<file path="src/rtl/timer_ctrl.sv">
// Key sequencer for the hh:mm:ss.ms timer: per-key debounce, run/stop/set FSM, adjust pulses and blink.
// Build option: define TIMER_CTRL_AUTOREPEAT_EN to enable auto-repeat of held inc/dec keys in the set states.

module timer_ctrl_key #(
  parameter int DEB_MS = 20
) (
  input  logic clk,
  input  logic rst_N,
  input  logic tick_1ms,
  input  logic key_n,
  output logic deb,
  output logic press
);
  localparam logic [9:0] DEB_T = 10'(DEB_MS);

  logic       sync1_q, sync2_q;
  logic       deb_q, deb_d, deb_dly_q;
  logic [9:0] cnt_q, cnt_d, cnt_inc;

  always_comb begin
    deb_d   = deb_q;
    cnt_d   = cnt_q;
    cnt_inc = (cnt_q == '1) ? cnt_q : cnt_q + 10'd1;
    // deb_q holds the pressed level; sync2_q is still the raw active-low key
    if (~sync2_q == deb_q) cnt_d = '0;
    else if (tick_1ms) begin
      if (cnt_inc >= DEB_T) begin
        deb_d = ~deb_q;
        cnt_d = '0;
      end else cnt_d = cnt_inc;
    end
  end

  always_ff @(posedge clk or negedge rst_N) begin
    if (!rst_N) begin
      sync1_q   <= 1'b1;
      sync2_q   <= 1'b1;
      deb_q     <= 1'b0;
      deb_dly_q <= 1'b0;
      cnt_q     <= '0;
    end else begin
      sync1_q   <= key_n;
      sync2_q   <= sync1_q;
      deb_q     <= deb_d;
      deb_dly_q <= deb_q;
      cnt_q     <= cnt_d;
    end
  end

  assign deb   = deb_q;
  assign press = deb_q & ~deb_dly_q;
endmodule

module timer_ctrl #(
  parameter int DEB_MS     = 20,
  parameter int RPT_DLY_MS = 500,
  parameter int RPT_PER_MS = 100,
  parameter int BLINK_MS   = 250
) (
  input  logic       clk,
  input  logic       rst_N,
  input  logic       tick_1ms,
  input  logic [5:0] key_N,
  output logic       enable,
  output logic       mode,
  output logic       softrst_N,
  output logic       flag_incmin,
  output logic       flag_decmin,
  output logic       flag_inchour,
  output logic       flag_dechour,
  output logic [1:0] state,
  output logic       blink
);
  localparam int K_START = 0, K_CLR = 1, K_MODE = 2, K_SEL = 3, K_INC = 4, K_DEC = 5;
  localparam logic [9:0] BLINK_T = 10'(BLINK_MS);

  typedef enum logic [1:0] {IDLE = 2'b00, RUN = 2'b01, SET_MIN = 2'b10, SET_HOUR = 2'b11} state_e;

  logic [5:0] key_deb, key_press;

  for (genvar i = 0; i < 6; i++) begin : g_key
    timer_ctrl_key #(.DEB_MS(DEB_MS)) u_key (
      .clk(clk), .rst_N(rst_N), .tick_1ms(tick_1ms),
      .key_n(key_N[i]), .deb(key_deb[i]), .press(key_press[i])
    );
  end

  state_e     state_q, state_d;
  logic       mode_q, mode_d, softrst_q, softrst_d, enable_q, enable_d;
  logic       blink_q, blink_d;
  logic [9:0] bcnt_q, bcnt_d, bcnt_inc;
  logic [3:0] flags_q, flags_d;  // {dechour, inchour, decmin, incmin}
  logic       ctl_ev, inc_ev, dec_ev, rpt_inc, rpt_dec;

  // Control events; mode toggles independently of the priority chain.
  always_comb begin
    state_d   = state_q;
    mode_d    = mode_q ^ key_press[K_MODE];
    softrst_d = 1'b1;
    ctl_ev    = key_press[K_CLR] | key_press[K_START] | key_press[K_SEL];
    if (key_press[K_CLR]) softrst_d = 1'b0;
    else if (key_press[K_START]) state_d = (state_q == RUN) ? IDLE : RUN;
    else if (key_press[K_SEL]) begin
      case (state_q)
        IDLE, RUN: state_d = SET_MIN;
        SET_MIN:   state_d = SET_HOUR;
        default:   state_d = IDLE;
      endcase
    end
  end

`ifdef TIMER_CTRL_AUTOREPEAT_EN
  localparam logic [9:0] DLY_T = 10'(RPT_DLY_MS);
  localparam logic [9:0] PER_T = 10'(RPT_PER_MS);

  logic [9:0] rcnt_q, rcnt_d, rcnt_inc;
  logic       rrep_q, rrep_d, rpt_fire, held_inc, held_dec, unused_deb;

  assign held_inc   = key_deb[K_INC] & ~key_deb[K_DEC];
  assign held_dec   = key_deb[K_DEC] & ~key_deb[K_INC];
  assign unused_deb = ^key_deb[3:0];

  // rrep_q marks that the initial delay has elapsed and the shorter period applies
  always_comb begin
    rcnt_d   = rcnt_q;
    rrep_d   = rrep_q;
    rpt_fire = 1'b0;
    rcnt_inc = (rcnt_q == '1) ? rcnt_q : rcnt_q + 10'd1;
    if (!(state_q[1] && (held_inc || held_dec) && state_d == state_q)) begin
      rcnt_d = '0;
      rrep_d = 1'b0;
    end else if (tick_1ms) begin
      if (rcnt_inc >= (rrep_q ? PER_T : DLY_T)) begin
        rpt_fire = 1'b1;
        rcnt_d   = '0;
        rrep_d   = 1'b1;
      end else rcnt_d = rcnt_inc;
    end
  end

  always_ff @(posedge clk or negedge rst_N) begin
    if (!rst_N) begin
      rcnt_q <= '0;
      rrep_q <= 1'b0;
    end else begin
      rcnt_q <= rcnt_d;
      rrep_q <= rrep_d;
    end
  end

  assign rpt_inc = rpt_fire & held_inc;
  assign rpt_dec = rpt_fire & held_dec;
`else
  logic unused_rpt;
  assign unused_rpt = ^{RPT_DLY_MS, RPT_PER_MS, key_deb};
  assign rpt_inc    = 1'b0;
  assign rpt_dec    = 1'b0;
`endif

  always_comb begin
    inc_ev   = key_press[K_INC] | rpt_inc;
    dec_ev   = key_press[K_DEC] | rpt_dec;
    flags_d  = '0;
    if (!ctl_ev && (inc_ev ^ dec_ev)) begin
      case (state_q)
        SET_MIN:  flags_d = {2'b00, dec_ev, inc_ev};
        SET_HOUR: flags_d = {dec_ev, inc_ev, 2'b00};
        default:  flags_d = '0;
      endcase
    end
    // flags force enable so the timer sees the adjust in the same cycle
    enable_d = (state_q == RUN && tick_1ms) || (|flags_d);

    blink_d  = blink_q;
    bcnt_d   = bcnt_q;
    bcnt_inc = (bcnt_q == '1) ? bcnt_q : bcnt_q + 10'd1;
    if (!state_d[1]) begin
      blink_d = 1'b0;
      bcnt_d  = '0;
    end else if (state_d != state_q) begin
      blink_d = 1'b1;
      bcnt_d  = '0;
    end else if (tick_1ms) begin
      if (bcnt_inc >= BLINK_T) begin
        blink_d = ~blink_q;
        bcnt_d  = '0;
      end else bcnt_d = bcnt_inc;
    end
  end

  always_ff @(posedge clk or negedge rst_N) begin
    if (!rst_N) begin
      state_q   <= IDLE;
      mode_q    <= 1'b0;
      softrst_q <= 1'b1;
      enable_q  <= 1'b0;
      flags_q   <= '0;
      blink_q   <= 1'b0;
      bcnt_q    <= '0;
    end else begin
      state_q   <= state_d;
      mode_q    <= mode_d;
      softrst_q <= softrst_d;
      enable_q  <= enable_d;
      flags_q   <= flags_d;
      blink_q   <= blink_d;
      bcnt_q    <= bcnt_d;
    end
  end

  assign state        = state_q;
  assign mode         = mode_q;
  assign softrst_N    = softrst_q;
  assign enable       = enable_q;
  assign blink        = blink_q;
  assign flag_incmin  = flags_q[0];
  assign flag_decmin  = flags_q[1];
  assign flag_inchour = flags_q[2];
  assign flag_dechour = flags_q[3];
endmodule
</file>
<file path="config.mk">
export PLATFORM = sky130hd
export DESIGN_NAME = timer_ctrl
export DESIGN_NICKNAME = d
export VERILOG_FILES = /design/src/rtl/timer_ctrl.sv
export SDC_FILE = /design/constraint.sdc
export NUM_CORES = 1
export LEC_CHECK = 0
export CAP_MARGIN = 40
export CORE_ASPECT_RATIO = 0.75
export CORE_MARGIN = 2
export CORE_UTILIZATION = 60
export DETAILED_ROUTE_END_ITERATION = 8
export PLACE_DENSITY = 0.9
export SYNTH_ARGS = -nofsm -noshare
export SYNTH_HDL_FRONTEND = slang
export SYNTH_SLANG_ARGS = --single-unit
</file>
<file path="constraint.sdc">
create_clock -name clk -period 2.7 [get_ports clk]
set_input_delay 0.54 -clock clk [delete_from_list [all_inputs] [get_ports clk]]
set_output_delay 0.54 -clock clk [all_outputs]
set_load 0.03 [all_outputs]
</file>
==> reports/metrics.sh, run 1 <==
OUTCOME='finished, final reports clean'
STAGES_ON_THE_WORST_SETUP_PATH=7
FIRST_PASS_GRT_WIRE_LENGTH_MM=18.5
NUMBER_OF_CELLS_IN_THE_FINISHED_LAYOUT_APART_FROM_FILLERS=649
FIN_TNS_SETUP_NS=0
DP_HPWL_MM=7.16
GR_OVFL_TOTAL=0
WORST_CLOCK_SKEW_NS=0.00979
SYNTH_ADDER_AREA_SHARE_PCT=1.66
SYNTH.YOSYS.SEQ_AREA_SHARE_PCT=49.7
YOSYS_MOST_USED_DFF='sky130_fd_sc_hd__dfrtp_1'
TIMING_WORST_SLEW_PIN_VALUE_NS=0.585
CP_DATA_ARRIVAL_TIME_NS=2.50
SYNTH.TOP_CELLS.BY_AREA='sky130_fd_sc_hd__dfrtp_1, sky130_fd_sc_hd__dfstp_2, sky130_fd_sc_hd__nand2_1'
LAYOUT.CELLS.MOST_COMMON_LIST='sky130_fd_sc_hd__dfrtp_1, sky130_fd_sc_hd__nand2_1, sky130_fd_sc_hd__a21oi_1'
PLACEABLECOREAREA_MM2=0.00849
DRT_FIRST_PASS_ITERS=5
SYNTH_ENABLE_FLOP_CELLS=0
SYNTH.NET_COUNT=544
PEAKVDDDROP_V=0.000407
DRC=0
MIN_PERIOD_OVER_PERIOD_PCT=85.0
FIRST_ITER_VIOLATIONS=369
ROUTED_VIA_DENSITY=6.42
MULTIPLEXER_FRACTION_OF_THE_SYNTHESIZED_CELL_AREA_PCT=2.80
INITIAL_CORE_UTIL_PCT=62.1
CLOCK-SINKS=104
MAXIMUM_CELL_STAGE_DELAY_ALONG_THE_CRITICAL_PATH_NS=0.44
SLEW_HEADROOM_PCT=60.9
CTSRESIZECOUNT=0
WORST_HOLD_PATH_TYPE='primary input to asynchronous set/reset pin'
FINAL_LAYOUT_SIZE_SUFFIX_GT1_SHARE_PCT=10.5
POST-CTS-SETUP-BUFFERS=0
VIAS_IN_THE_FIRST_GLOBAL_ROUTE=3976
TOP_LEVEL_PINS=19
LAYOUT.NETS=552
DIE_AREA_MM2=0.00955
POWER_DENSITY_mW_PER_MM2=543
SYNTH_COMPOUND_AREA_SHARE_PCT=17.5
CTS_STAGE_HOLD_BUFFER_COUNT=0
TOTALWIRELENGTH_MM=10.8
MAIN_COMBINATIONAL_CELL_FAMILY_BY_AREA_AFTER_SYNTHESIS='simple AND/OR/NAND/NOR gates'
LAYOUT.FILLER_CELLS=595
POSTROUTEANTENNANETS=0
SYNTHESIS.AREA_MM2=0.00527
ANTENNA_FOUND_INITIAL=0
NETLIST.AREA_LEADER.SHARE_PCT=43.2
TIMING.FINAL.SETUP_VIOLATIONS=0
P_LEAK_nW=2.52
WORST-R2R-CELL-COUNT=7
NETLIST_INSTANCES=528
GLOBALPLACE.CONGESTION=0.966
LAYOUT_COMMONEST_CELL='sky130_fd_sc_hd__dfrtp_1'
CHIPHEIGHT_UM=85.2
DETAILROUTE.VIA_COUNT=4168
CRITICAL_PATH.MOST_COMMON_CELL='sky130_fd_sc_hd__a211oi_1'
GRT_MAX_DEGREE=73
CP_DATA_REQUIRED_TIME_NS=2.90
CRITPATHSLOWESTCELL='sky130_fd_sc_hd__dfrtp_1'
GROUTE.USAGE.OVERALL_PCT=23.7
CTSLONGESTPATHBUFFERS=2
MAX_CAP_CHECK_VIOLATION_COUNT=0
TIMING.CRITICAL_PATH.CELLS='ha_1 > nand3_1 > a211oi_1 > a211oi_1 > o2111ai_1 > and2_2 > a2111oi_0'
CPLARGESTDELAYFAMILY='compound AO/OA/AOI/OAI gates'
PORTBUFFERS=18
CLOCKROOTBUFFER='sky130_fd_sc_hd__clkbuf_16'
SIMPLE_GATE_AREA_SHARE_OF_THE_YOSYS_NETLIST_PCT=23.6
SETUP.WORST_PATH.END_CLASS='flip-flop'
CP_MAX_FO=6
ROW_COUNT=29
FINAL_PERIOD_MINUS_WORST_SETUP_SLACK_NS=2.29
SYNTH.DISTINCT_CELLS=76
DRT-WIRELENGTH-PER-CELL_UM=16.6
FINAL-HOLD-VIOLATION-COUNT=0
ANTENNA_CELLS_INSERTED=0
ACHIEVABLE-FREQUENCY_MHz=436
CRITICAL_PATH.N_BUFFERS_INVERTERS=0
DIE_X_UM=112
TIMING.SETUP.CRITICAL_PATH_CLASS='flip-flop to flip-flop'
REGISTER_BIT_COUNT_REPORTED_BY_YOSYS=104
CTS_MAX_LEVEL=3
SYNTHDOMINANTAREACELLTYPE='sky130_fd_sc_hd__dfrtp_1'
SYNTHXORXNORAREAFRAC_PCT=1.83
CLOCK_INSERTION_DELAY_WORST_SKEW_NS=0.35
CRITICAL_PATH_LAUNCH_POINT_TYPE='flip-flop'
CTS_BUFFERS=9
DRV_SLEW=0
RSZ0062_AT_GRT='false'
PLACED_CELLS_INCL_TAPS=633
CLOCK_TREE_FROM_TRITONCTS='yes'
AREA.GROWTH.SYNTH_TO_FINAL_PCT=10.8
PATH_CLK_SLEW_NS=0.07
AVGSYNTHCELLAREA_UM2=9.98
YOSYS_WARNINGS=0
YS_ASYNC_SR_FRACTION_PCT=100
## power by group
group          internal, W  switching (W)
registers          0.00160      0.0000387
clock network     0.000757       0.000594
logic            0.0000695       0.000114
## final cells by class
class	count	area, µm²	share of cell area [%]
multi-input cells	389	2500	42.8
inverters	10	37.5	0.643
clock inverters	6	75.1	1.29
flip-flops and latches	104	2620	44.8
repair buffers	22	233	3.99
clock buffers	10	239	4.09
well taps	108	135	2.31
## worst reg2reg max path: stages (launching register included)
cell	delay, ns
sky130_fd_sc_hd__dfrtp_1	0.44
sky130_fd_sc_hd__ha_1	0.30
sky130_fd_sc_hd__nand3_1	0.16
sky130_fd_sc_hd__a211oi_1	0.07
sky130_fd_sc_hd__a211oi_1	0.26
sky130_fd_sc_hd__o2111ai_1	0.21
sky130_fd_sc_hd__and2_2	0.27
sky130_fd_sc_hd__a2111oi_0	0.42
## cell families after synthesis
kind of cell               Yosys count
muxes                               14
xor gates and xnor gates            11
AOI/OAI and AO/OA                  132
adders and majority gates            7
DFF                                104
and+or+nand+nor                    225
buffers and inverters               35
## stage by stage
| stage | instance area [µm²] | utilization [%] | power, W | setup WS [ns] | hold slack, ns |
|---|---|---|---|---|---|
| floorplan | 5270 | - | 0.00176 | 0.736 | 0.244 |
| global placement | 5530 | 65.1 | 0.00184 | 0.541 | 0.346 |
| detailed placement | 5530 | 65.1 | 0.00185 | 0.447 | 0.347 |
| CTS | 5840 | 68.8 | 0.00319 | 0.403 | 0.133 |
| global route | 5840 | 68.8 | 0.00328 | 0.273 | 0.150 |
| finish | 5840 | 68.8 | 0.00317 | 0.406 | 0.124 |
## sequential cells by signal, indices dropped and copies added, names as in the netlist
name / flops
bcnt_q: 10
blink: 1
enable: 1
flags_q: 4
g_key.u_key.cnt_q: 60
g_key.u_key.deb: 6
g_key.u_key.deb_dly_q: 6
g_key.u_key.sync1_q: 6
g_key.u_key.sync2_q: 6
mode: 1
softrst_N: 1
state: 2
## metal layers
metal | GRT usage (%) | vias up | wire, µm
met5 | 0 | - | 0
met4 | 7.98 | 0 | 107
met3 | 5.93 | 12 | 539
met2 | 37.6 | 138 | 5110
met1 | 32.5 | 2053 | 5000
li1 | - | 1965 | -
## Yosys cell counts (2+ instances only)
cell,count
sky130_fd_sc_hd__nor3b_1,2
sky130_fd_sc_hd__nor2b_1,6
sky130_fd_sc_hd__o22ai_1,2
sky130_fd_sc_hd__nor4_1,2
sky130_fd_sc_hd__nand2_1,47
sky130_fd_sc_hd__o22a_1,2
sky130_fd_sc_hd__a211oi_1,4
sky130_fd_sc_hd__clkbuf_1,16
sky130_fd_sc_hd__o211ai_1,4
sky130_fd_sc_hd__mux2_2,5
sky130_fd_sc_hd__nand3_1,19
sky130_fd_sc_hd__and3_1,22
sky130_fd_sc_hd__xnor2_1,7
sky130_fd_sc_hd__and3b_1,2
sky130_fd_sc_hd__o31ai_1,5
sky130_fd_sc_hd__a21oi_1,34
sky130_fd_sc_hd__and4_1,5
sky130_fd_sc_hd__nand2b_1,10
sky130_fd_sc_hd__o41ai_1,2
sky130_fd_sc_hd__o21ai_0,20
sky130_fd_sc_hd__dfrtp_1,91
sky130_fd_sc_hd__nor3_1,18
sky130_fd_sc_hd__a21o_1,3
sky130_fd_sc_hd__buf_4,3
sky130_fd_sc_hd__ha_1,7
sky130_fd_sc_hd__o21ai_1,3
sky130_fd_sc_hd__buf_2,5
sky130_fd_sc_hd__a41oi_1,4
sky130_fd_sc_hd__a22o_1,2
sky130_fd_sc_hd__dfstp_2,13
sky130_fd_sc_hd__and2_1,28
sky130_fd_sc_hd__nand3b_1,5
sky130_fd_sc_hd__o221ai_1,2
sky130_fd_sc_hd__inv_1,9
sky130_fd_sc_hd__xor2_1,4
sky130_fd_sc_hd__o21a_1,4
sky130_fd_sc_hd__or3_1,5
sky130_fd_sc_hd__a41o_1,2
sky130_fd_sc_hd__a2111oi_0,3
sky130_fd_sc_hd__a31o_2,6
sky130_fd_sc_hd__mux2i_1,8
sky130_fd_sc_hd__nand4_1,16
sky130_fd_sc_hd__nor2_1,28
sky130_fd_sc_hd__o2111ai_1,2
sky130_fd_sc_hd__a31oi_1,10
## worst paths after layout
path | startpoint | end | slack [ns]
max | g_key[2].u_key.cnt_q[0] | g_key[2].u_key.cnt_q[2] | 0.41
min | rst_N | mode | 0.12
max reg2reg | g_key[2].u_key.cnt_q[0] | g_key[2].u_key.cnt_q[2] | 0.41
min reg2reg | g_key[2].u_key.sync1_q | g_key[2].u_key.sync2_q | 0.35
max in group asynchronous | rst_N | g_key[5].u_key.sync2_q | 1.82
min in group clk | g_key[2].u_key.sync1_q | g_key[2].u_key.sync2_q | 0.35
(Power assumes the default switching activity.)
==> run 2, diff against run 1 <==
--- a/config.mk
+++ b/config.mk
@@ -8,9 +8,9 @@
 export CAP_MARGIN = 40
 export CORE_ASPECT_RATIO = 0.75
 export CORE_MARGIN = 2
-export CORE_UTILIZATION = 60
+export CORE_UTILIZATION = 55
 export DETAILED_ROUTE_END_ITERATION = 8
-export PLACE_DENSITY = 0.9
+export PLACE_DENSITY = 0.88
 export SYNTH_ARGS = -nofsm -noshare
 export SYNTH_HDL_FRONTEND = slang
 export SYNTH_SLANG_ARGS = --single-unit
==> constraint.sdc (replaced) <==
create_clock -name clk -period 1.9 [get_ports clk]
set_input_delay 0.38 -clock clk [delete_from_list [all_inputs] [get_ports clk]]
set_output_delay 0.38 -clock clk [all_outputs]
set_load 0.03 [all_outputs]
==> run 2 against run 1 <==
  * The run now ends with setup timing left
  * Final area up 17%
  * Worst hold slack better by 0.24 ns
  * Register-to-register slack worse by 0.52 ns
  * Global-route usage up 2.1 points
  * Clock-buffer cell count unchanged
  * Die area up 8.7%
  * Total power up 49%
  * Non-clock buffer count up 70
  * Flip-flop and latch count unchanged
  * First-iteration DRC count up 21%
  * Critical endpoint is now bcnt_q[0]
==> reports/metrics.sh, run 2 (same netlist as run 1, synthesis figures left out) <==
OUTCOME='finished, violations left'  # was finished, final reports clean
VIOLATIONS='setup timing'
CRITPATHSLOWESTCELL='sky130_fd_sc_hd__dfrtp_1'  # unchanged
INITIAL_CORE_UTIL_PCT=57.3  # was 62.1%
CTSLONGESTPATHBUFFERS=2  # unchanged
VIAS_IN_THE_FIRST_GLOBAL_ROUTE=4435  # was 3976
GLOBALPLACE.CONGESTION=0.906  # was 0.966
CP_DATA_REQUIRED_TIME_NS=2.14  # was 2.90 ns
TIMING.CRITICAL_PATH.CELLS='nand4_1 > o211ai_1 > o21ai_1 > o311ai_4 > buf_6 > nor3_1 > a21o_1'  # was ha_1 > nand3_1 > a211oi_1 > a211oi_1 > o2111ai_1 > and2_2 > a2111oi_0
FINAL_PERIOD_MINUS_WORST_SETUP_SLACK_NS=2.02  # was 2.29 ns
DIE_X_UM=117  # was 112 µm
P_LEAK_nW=2.89  # was 2.52 nW
ANTENNA_CELLS_INSERTED=0  # unchanged
FIRST_PASS_GRT_WIRE_LENGTH_MM=20.6  # was 18.5 mm
DRT-WIRELENGTH-PER-CELL_UM=20.0  # was 16.6 µm
DIE_AREA_MM2=0.0104  # was 0.00955 mm²
ANTENNA_FOUND_INITIAL=0  # unchanged
TIMING.SETUP.CRITICAL_PATH_CLASS='flip-flop to flip-flop'  # unchanged
MAXIMUM_CELL_STAGE_DELAY_ALONG_THE_CRITICAL_PATH_NS=0.56  # was 0.44 ns
CLOCK-SINKS=104  # unchanged
TOTAL_POWER_CONSUMPTION_OF_THE_ROUTED_DESIGN_W=0.00471  # was 0.00317 W
DRT_FIRST_PASS_ITERS=7  # was 5
CRITICAL_PATH.N_BUFFERS_INVERTERS=1  # was 0
CLOCK_INSERTION_DELAY_WORST_SKEW_NS=0.36  # was 0.35 ns
PORTBUFFERS=18  # unchanged
FINAL_UTIL_PCT=74.1  # was 68.8%
FINAL-SEQ-AREA_MM2=0.00263  # was 0.00262 mm²
DRV_SLEW=0  # unchanged
LARGESTREGISTERS='g_key.u_key.cnt_q (60), bcnt_q (10)'  # unchanged
POWER_DENSITY_mW_PER_MM2=691  # was 543 mW/mm²
MIN_PERIOD_OVER_PERIOD_PCT=106  # was 85.0%
ACHIEVABLE-FREQUENCY_MHz=495  # was 436 MHz
CPLARGESTDELAYFAMILY='compound AO/OA/AOI/OAI gates'  # unchanged
CP_MAX_FO=9  # was 6
TOTALWIRELENGTH_MM=14.8  # was 10.8 mm
FINAL-HOLD-VIOLATION-COUNT=0  # unchanged
TIMING.FINAL.SETUP_VIOLATIONS=16  # was 0
FINAL_LAYOUT_SIZE_SUFFIX_GT1_SHARE_PCT=31.4  # was 10.5%
CHIPHEIGHT_UM=88.8  # was 85.2 µm
LAYOUT.NETS=622  # was 552
CLOCK_TREE_FROM_TRITONCTS='yes'  # unchanged
DETAILROUTE.VIA_COUNT=4873  # was 4168
RSZ0062_AT_GRT='true'  # was false
LAYOUT.FILLER_CELLS=560  # was 595
CLOCKROOTBUFFER='sky130_fd_sc_hd__clkbuf_16'  # unchanged
PATH_CLK_SLEW_NS=0.07  # about the same
PLACEABLECOREAREA_MM2=0.00920  # was 0.00849 mm²
LAYOUT_COMMONEST_CELL='sky130_fd_sc_hd__dfrtp_1'  # unchanged
MAX_CAP_CHECK_VIOLATION_COUNT=0  # unchanged
CRITICAL_PATH_LAUNCH_POINT_TYPE='flip-flop'  # unchanged
SETUP.WORST_PATH.END_CLASS='flip-flop'  # unchanged
DP_HPWL_MM=8.50  # was 7.16 mm
LARGEST_REGISTER='g_key.u_key.cnt_q'  # unchanged
TIMING_WORST_SLEW_PIN_VALUE_NS=0.706  # was 0.585 ns
GR_OVFL_TOTAL=0  # unchanged
ROUTED_VIA_DENSITY=6.59  # was 6.42
TOP_LEVEL_PINS=19  # unchanged
DRC=0  # unchanged
ROW_COUNT=30  # was 29
GROUTE.USAGE.OVERALL_PCT=25.9  # was 23.7%
POSTROUTEANTENNANETS=0  # unchanged
GRT_MAX_DEGREE=52  # was 73
FIRST_ITER_VIOLATIONS=447  # was 369
PEAKVDDDROP_V=0.000609  # was 0.000407 V
AREA.GROWTH.SYNTH_TO_FINAL_PCT=29.4  # was 10.8%
CTS_MAX_LEVEL=3  # unchanged
FINAL_CRITICAL_PATH_SETUP_SLACK_NS=-0.119  # was 0.406 ns
WORST_CLOCK_SKEW_NS=0.0140  # was 0.00979 ns
WORST_HOLD_PATH_TYPE='flip-flop to flip-flop'  # was primary input to asynchronous set/reset pin
MULTI_INPUT_AREA_MM2=0.00291  # was 0.00250 mm²
LAYOUT.CELLS.MOST_COMMON_LIST='sky130_fd_sc_hd__dfrtp_1, sky130_fd_sc_hd__buf_4, sky130_fd_sc_hd__nand2_1'  # was sky130_fd_sc_hd__dfrtp_1, sky130_fd_sc_hd__nand2_1, sky130_fd_sc_hd__a21oi_1
LARGEST_REGISTER_FF_COUNT=60  # unchanged
CTS_BUFFERS=9  # unchanged
SLEW_HEADROOM_PCT=52.7  # was 60.9%
CP_DATA_ARRIVAL_TIME_NS=2.26  # was 2.50 ns
-- run 2: cell types whose count changed in the layout (fill, tap and decap cells not counted), moves of 4 or more --
cell and change:
sky130_fd_sc_hd__nor3_1 -4, sky130_fd_sc_hd__and3_1 -6, sky130_fd_sc_hd__a21oi_1 -5, sky130_fd_sc_hd__ha_1 -7, sky130_fd_sc_hd__ha_4 +5, sky130_fd_sc_hd__and3_4 +6, sky130_fd_sc_hd__dfrtp_2 +11, sky130_fd_sc_hd__o21ai_1 +5
sky130_fd_sc_hd__o21ai_0 -6, sky130_fd_sc_hd__a21oi_2 +5, sky130_fd_sc_hd__buf_4 +67, sky130_fd_sc_hd__dfrtp_1 -11
-- run 2: timing repair --
item                                    4_1_cts  5_1_grt
pin swaps                                    19       31
resized for setup                            41       58
hold endpoints to repair                      8        0
buffers inserted                              7        9
hold buffers                                  1        0
endpoints found under the setup margin       30       37
-- run 2: path summary, 6_finish.rpt --
check	from	end	slack, ns	cells past startpoint
setup / recovery	bcnt_q[2]	bcnt_q[0]	-0.12	7
hold / removal	g_key[0].u_key.sync1_q	g_key[0].u_key.sync2_q	0.36	0
setup reg to reg	bcnt_q[2]	bcnt_q[0]	-0.12	7
hold reg to reg	g_key[0].u_key.sync1_q	g_key[0].u_key.sync2_q	0.36	0
max in group asynchronous	rst_N	g_key[0].u_key.sync1_q	0.92	3
min in group asynchronous	rst_N	g_key[2].u_key.deb_dly_q	0.40	2
-- run 2: stage by stage --
step / cell area (µm²) / setup slack, ns / cells / TNS [ns] / hold slack, ns
after floorplan: 5280 / 0.0153 / 528 / 0 / 0.0844
after global placement: 5970 / -0.0256 / 707 / -0.0707 / 0.226
after detailed placement: 5970 / -0.268 / 707 / -1.45 / 0.232
after CTS: 6520 / -0.0178 / 731 / -0.0354 / 0.359
after global routing: 6820 / -0.179 / 739 / -2.05 / 0.363
final: 6820 / -0.119 / 739 / -0.867 / 0.359
-- run 2: worst register-to-register path, delay by kind of cell (launching register included) --
kind,cells,cell delay [ns]
buffers and inverters,1,0.17
AOI/OAI and AO/OA,4,0.89
DFF,1,0.56
and+or+nand+nor,2,0.29
-- run 2: power breakdown --
part | total, W | internal, W | switching (W)
clock network | 0.00198 | 0.00115 | 0.000833
registers | 0.00232 | 0.00227 | 0.0000461
logic | 0.000412 | 0.000179 | 0.000233
-- run 2: routing by layer --
metal | wire (µm) | track usage (%) | vias to the layer above
met1 | 5740 | 32.1 | 2400
met5 | 0 | 0 | -
met2 | 7180 | 43.9 | 296
li1 | - | - | 2106
met4 | 648 | 9.09 | 0
met3 | 1230 | 7.33 | 71
-- run 2: layout make-up --
cell class / count / share of cell area, %
well taps: 128 / 2.35
clock buffers: 10 / 3.36
inverters: 10 / 0.551
flip-flops and latches: 104 / 38.6
repair buffers: 92 / 11.2
clock inverters: 6 / 1.25
multi-input cells: 389 / 42.7
==> run 3, diff against run 2 <==
==> config.mk (replaced) <==
export PLATFORM = sky130hd
export DESIGN_NAME = timer_ctrl
export DESIGN_NICKNAME = d
export VERILOG_FILES = /design/src/rtl/timer_ctrl.sv
export SDC_FILE = /design/constraint.sdc
export NUM_CORES = 1
export LEC_CHECK = 0
export CORE_ASPECT_RATIO = 0.75
export CORE_MARGIN = 2
export CORE_UTILIZATION = 60
export DETAILED_ROUTE_END_ITERATION = 8
export PLACE_DENSITY = 0.9
export SYNTH_ARGS = -nofsm -noshare
export SYNTH_HDL_FRONTEND = slang
export SYNTH_SLANG_ARGS = --single-unit
==> constraint.sdc (replaced) <==
create_clock -name clk -period 2.1 [get_ports clk]
set_input_delay 0.42 -clock clk [delete_from_list [all_inputs] [get_ports clk]]
set_output_delay 0.42 -clock clk [all_outputs]
set_load 0.03 [all_outputs]
==> run 3 against run 2 <==
  * The run now ends clean
  * Via count is 12% lower
  * Sequential share of layout area grew 4.4 points
  * Final area fell by 11%
  * First-iteration DRC count down 12%
  * Non-clock buffer count shrank 49
  * Total power down 14%
==> reports/metrics.sh, run 3 (same netlist as run 1, synthesis figures left out) <==
PLACEMENT.CELL_AREA_MM2=0.00566  # was 0.00597 mm²
CTS_BUFFERS=9  # unchanged
TOTAL_POWER_CONSUMPTION_OF_THE_ROUTED_DESIGN_W=0.00407  # was 0.00471 W
CRITICAL_PATH.N_BUFFERS_INVERTERS=0  # was 1
FIN_TNS_SETUP_NS=0  # was -0.867 ns
PEAKVDDDROP_V=0.000586  # was 0.000609 V
DP_HPWL_MM=7.67  # was 8.50 mm
DRT-WIRELENGTH-PER-CELL_UM=16.9  # was 20.0 µm
TIMING.SETUP.CRITICAL_PATH_CLASS='flip-flop to flip-flop'  # unchanged
FINAL_LAYOUT_SIZE_SUFFIX_GT1_SHARE_PCT=16.4  # was 31.4%
DIE_AREA_MM2=0.00955  # was 0.0104 mm²
GLOBALPLACE.CONGESTION=0.928  # was 0.906
FINAL_PERIOD_MINUS_WORST_SETUP_SLACK_NS=2.07  # was 2.02 ns
FIRST_ITER_VIOLATIONS=394  # was 447
FINAL-HOLD-VIOLATION-COUNT=0  # unchanged
CLOCK-SINKS=104  # unchanged
GRT_MAX_DEGREE=44  # was 52
FINAL_UTIL_PCT=71.8  # was 74.1%
HOLD_START='g_key[5].u_key.sync1_q'  # was g_key[0].u_key.sync1_q
MAX_CAP_CHECK_VIOLATION_COUNT=0  # unchanged
LARGEST_REGISTER='g_key.u_key.cnt_q'  # unchanged
HOLD-PATH-CELL-COUNT=0  # unchanged
CTSLONGESTPATHBUFFERS=2  # unchanged
MIN_PERIOD_OVER_PERIOD_PCT=98.5  # was 106%
CLOCK_INSERTION_DELAY_WORST_SKEW_NS=0.35  # was 0.36 ns
POSTROUTEANTENNANETS=0  # unchanged
SETUP.WORST_PATH.END_CLASS='flip-flop'  # unchanged
CLOCK_TREE_FROM_TRITONCTS='yes'  # unchanged
CTS_MAX_LEVEL=3  # unchanged
MAXIMUM_CELL_STAGE_DELAY_ALONG_THE_CRITICAL_PATH_NS=0.44  # was 0.56 ns
ROUTED_VIA_DENSITY=6.41  # was 6.59
CRITICAL_PATH.REG2REG.ENDPOINT='g_key[2].u_key.deb'  # was bcnt_q[0]
FINAL_CELL_AREA_MM2=0.00610  # was 0.00682 mm²
LARGEST_REGISTER_FF_COUNT=60  # unchanged
DIE_X_UM=112  # was 117 µm
OUTCOME='finished, final reports clean'  # was finished, violations left
CRITICAL_PATH_LAUNCH_POINT_TYPE='flip-flop'  # unchanged
LAYOUT.CELLS.MOST_COMMON_LIST='sky130_fd_sc_hd__dfrtp_1, sky130_fd_sc_hd__nand2_1, sky130_fd_sc_hd__a21oi_1'  # was sky130_fd_sc_hd__dfrtp_1, sky130_fd_sc_hd__buf_4, sky130_fd_sc_hd__nand2_1
AREA.GROWTH.SYNTH_TO_FINAL_PCT=15.7  # was 29.4%
WORST_R2R_STARTPOINT='g_key[2].u_key.cnt_q[0]'  # was bcnt_q[2]
LARGESTREGISTERS='g_key.u_key.cnt_q (60), bcnt_q (10)'  # unchanged
P_LEAK_nW=2.62  # was 2.89 nW
TIMING.FINAL.SETUP_VIOLATIONS=0  # was 16
TOTALWIRELENGTH_MM=11.3  # was 14.8 mm
DRT_FIRST_PASS_ITERS=7  # unchanged
FIRST_PASS_GRT_WIRE_LENGTH_MM=19.2  # was 20.6 mm
CP_DATA_REQUIRED_TIME_NS=2.33  # was 2.14 ns
ACHIEVABLE-FREQUENCY_MHz=484  # was 495 MHz
CP_MAX_FO=6  # was 9
POWER_DENSITY_mW_PER_MM2=668  # was 691 mW/mm²
CLOCKROOTBUFFER='sky130_fd_sc_hd__clkbuf_16'  # unchanged
INITIAL_CORE_UTIL_PCT=62.1  # was 57.3%
R2R_SLACK_NS=0.03  # was -0.12 ns
ROW_COUNT=29  # was 30
GR_OVFL_TOTAL=0  # unchanged
ANTENNA_FOUND_INITIAL=0  # unchanged
ANTENNA_CELLS_INSERTED=0  # unchanged
LAYOUT.NETS=573  # was 622
WORST_CLOCK_SKEW_NS=0.00956  # was 0.0140 ns
RSZ0062_AT_GRT='true'  # unchanged
TIMING.CRITICAL_PATH.CELLS='and3_1 > nand3_1 > mux2_2 > o2111ai_2 > and2_4 > mux2_1'  # was nand4_1 > o211ai_1 > o21ai_1 > o311ai_4 > buf_6 > nor3_1 > a21o_1
PLACEABLECOREAREA_MM2=0.00849  # was 0.00920 mm²
WORST_HOLD_PATH_TYPE='flip-flop to flip-flop'  # unchanged
PORTBUFFERS=18  # unchanged
WORST-R2R-CELL-COUNT=6  # was 7
TIMING.HOLD.WORST_ENDPOINT='g_key[5].u_key.sync2_q'  # was g_key[0].u_key.sync2_q
LAYOUT_COMMONEST_CELL='sky130_fd_sc_hd__dfrtp_1'  # unchanged
GROUTE.USAGE.OVERALL_PCT=24.9  # was 25.9%
DRC=0  # unchanged
SLEW_HEADROOM_PCT=60.9  # was 52.7%
TIMING_WORST_SLEW_PIN_VALUE_NS=0.585  # was 0.706 ns
CP_DATA_ARRIVAL_TIME_NS=2.30  # was 2.26 ns
DRV_SLEW=0  # unchanged
HOLD-WORST-SLACK_NS=0.355  # was 0.359 ns
CHIPHEIGHT_UM=85.2  # was 88.8 µm
CPLARGESTDELAYFAMILY='multiplexers'  # was compound AO/OA/AOI/OAI gates
CRITPATHSLOWESTCELL='sky130_fd_sc_hd__dfrtp_2'  # was sky130_fd_sc_hd__dfrtp_1
TOP_LEVEL_PINS=19  # unchanged
PATH_CLK_SLEW_NS=0.06  # was 0.07 ns
VIAS_IN_THE_FIRST_GLOBAL_ROUTE=4068  # was 4435
DETAILROUTE.VIA_COUNT=4297  # was 4873
run 3: layout make-up:
class	count	area, µm²
well taps	108	135
repair buffers	43	395
inverters	10	37.5
flip-flops and latches	104	2620
clock inverters	2	37.5
multi-input cells	389	2600
clock buffers	14	264
fillers	570	2390
run 3: stage by stage:
step,setup WS (ns),std cells
2_1_floorplan,0.136,528
5_1_grt,-0.0208,670
6_report,0.0323,670
4_1_cts,0.00439,669
3_3_place_gp,0.0781,651
3_5_place_dp,-0.0346,651
run 3: how the worst max path moves through the flow:
| stage | startpoint | endpoint | slack (ns) | cells after the start |
|---|---|---|---|---|
| after global placement | g_key[2].u_key.cnt_q[0] | g_key[2].u_key.cnt_q[3] | 0.08 | 7 |
| after detailed placement | g_key[2].u_key.cnt_q[0] | g_key[2].u_key.cnt_q[4] | -0.03 | 7 |
| final | g_key[2].u_key.cnt_q[0] | g_key[2].u_key.deb | 0.03 | 6 |
| after global routing | g_key[2].u_key.cnt_q[0] | g_key[2].u_key.deb | -0.02 | 6 |
| after floorplan | g_key[1].u_key.cnt_q[0] | g_key[1].u_key.cnt_q[2] | 0.14 | 7 |
| after CTS | g_key[1].u_key.cnt_q[4] | g_key[1].u_key.cnt_q[2] | 0.004 | 6 |
run 3: metal layers:
layer | share of wire [%] | wire length, µm | vias to the layer above | global-route usage (%)
met1 | 45 | 5130 | 2117 | 33.8
met2 | 48 | 5450 | 139 | 40.1
met4 | 1.4 | 156 | 0 | 7.10
met5 | 0 | 0 | - | 0
li1 | - | - | 2016 | -
met3 | 5.0 | 563 | 25 | 6.50
run 3: power breakdown:
| part | leakage [nW] | total, W | internal, W | switching, W |
|---|---|---|---|---|
| clock | 0.143 | 0.00169 | 0.000990 | 0.000698 |
| combinational | 1.13 | 0.000281 | 0.000116 | 0.000165 |
| sequential | 1.35 | 0.00210 | 0.00206 | 0.0000484 |
| total | 2.62 | 0.00407 | 0.00316 | 0.000911 |
run 3: what timing repair did:
action | 4_1_cts | 5_1_grt
hold buffers | 1 | 0
endpoints found under the hold margin | 16 | 0
gates cloned | 0 | 0
pin swaps | 1 | 5
setup buffers | 1 | 1
gates resized for setup | 5 | 22
endpoints found under the setup margin | 6 | 30
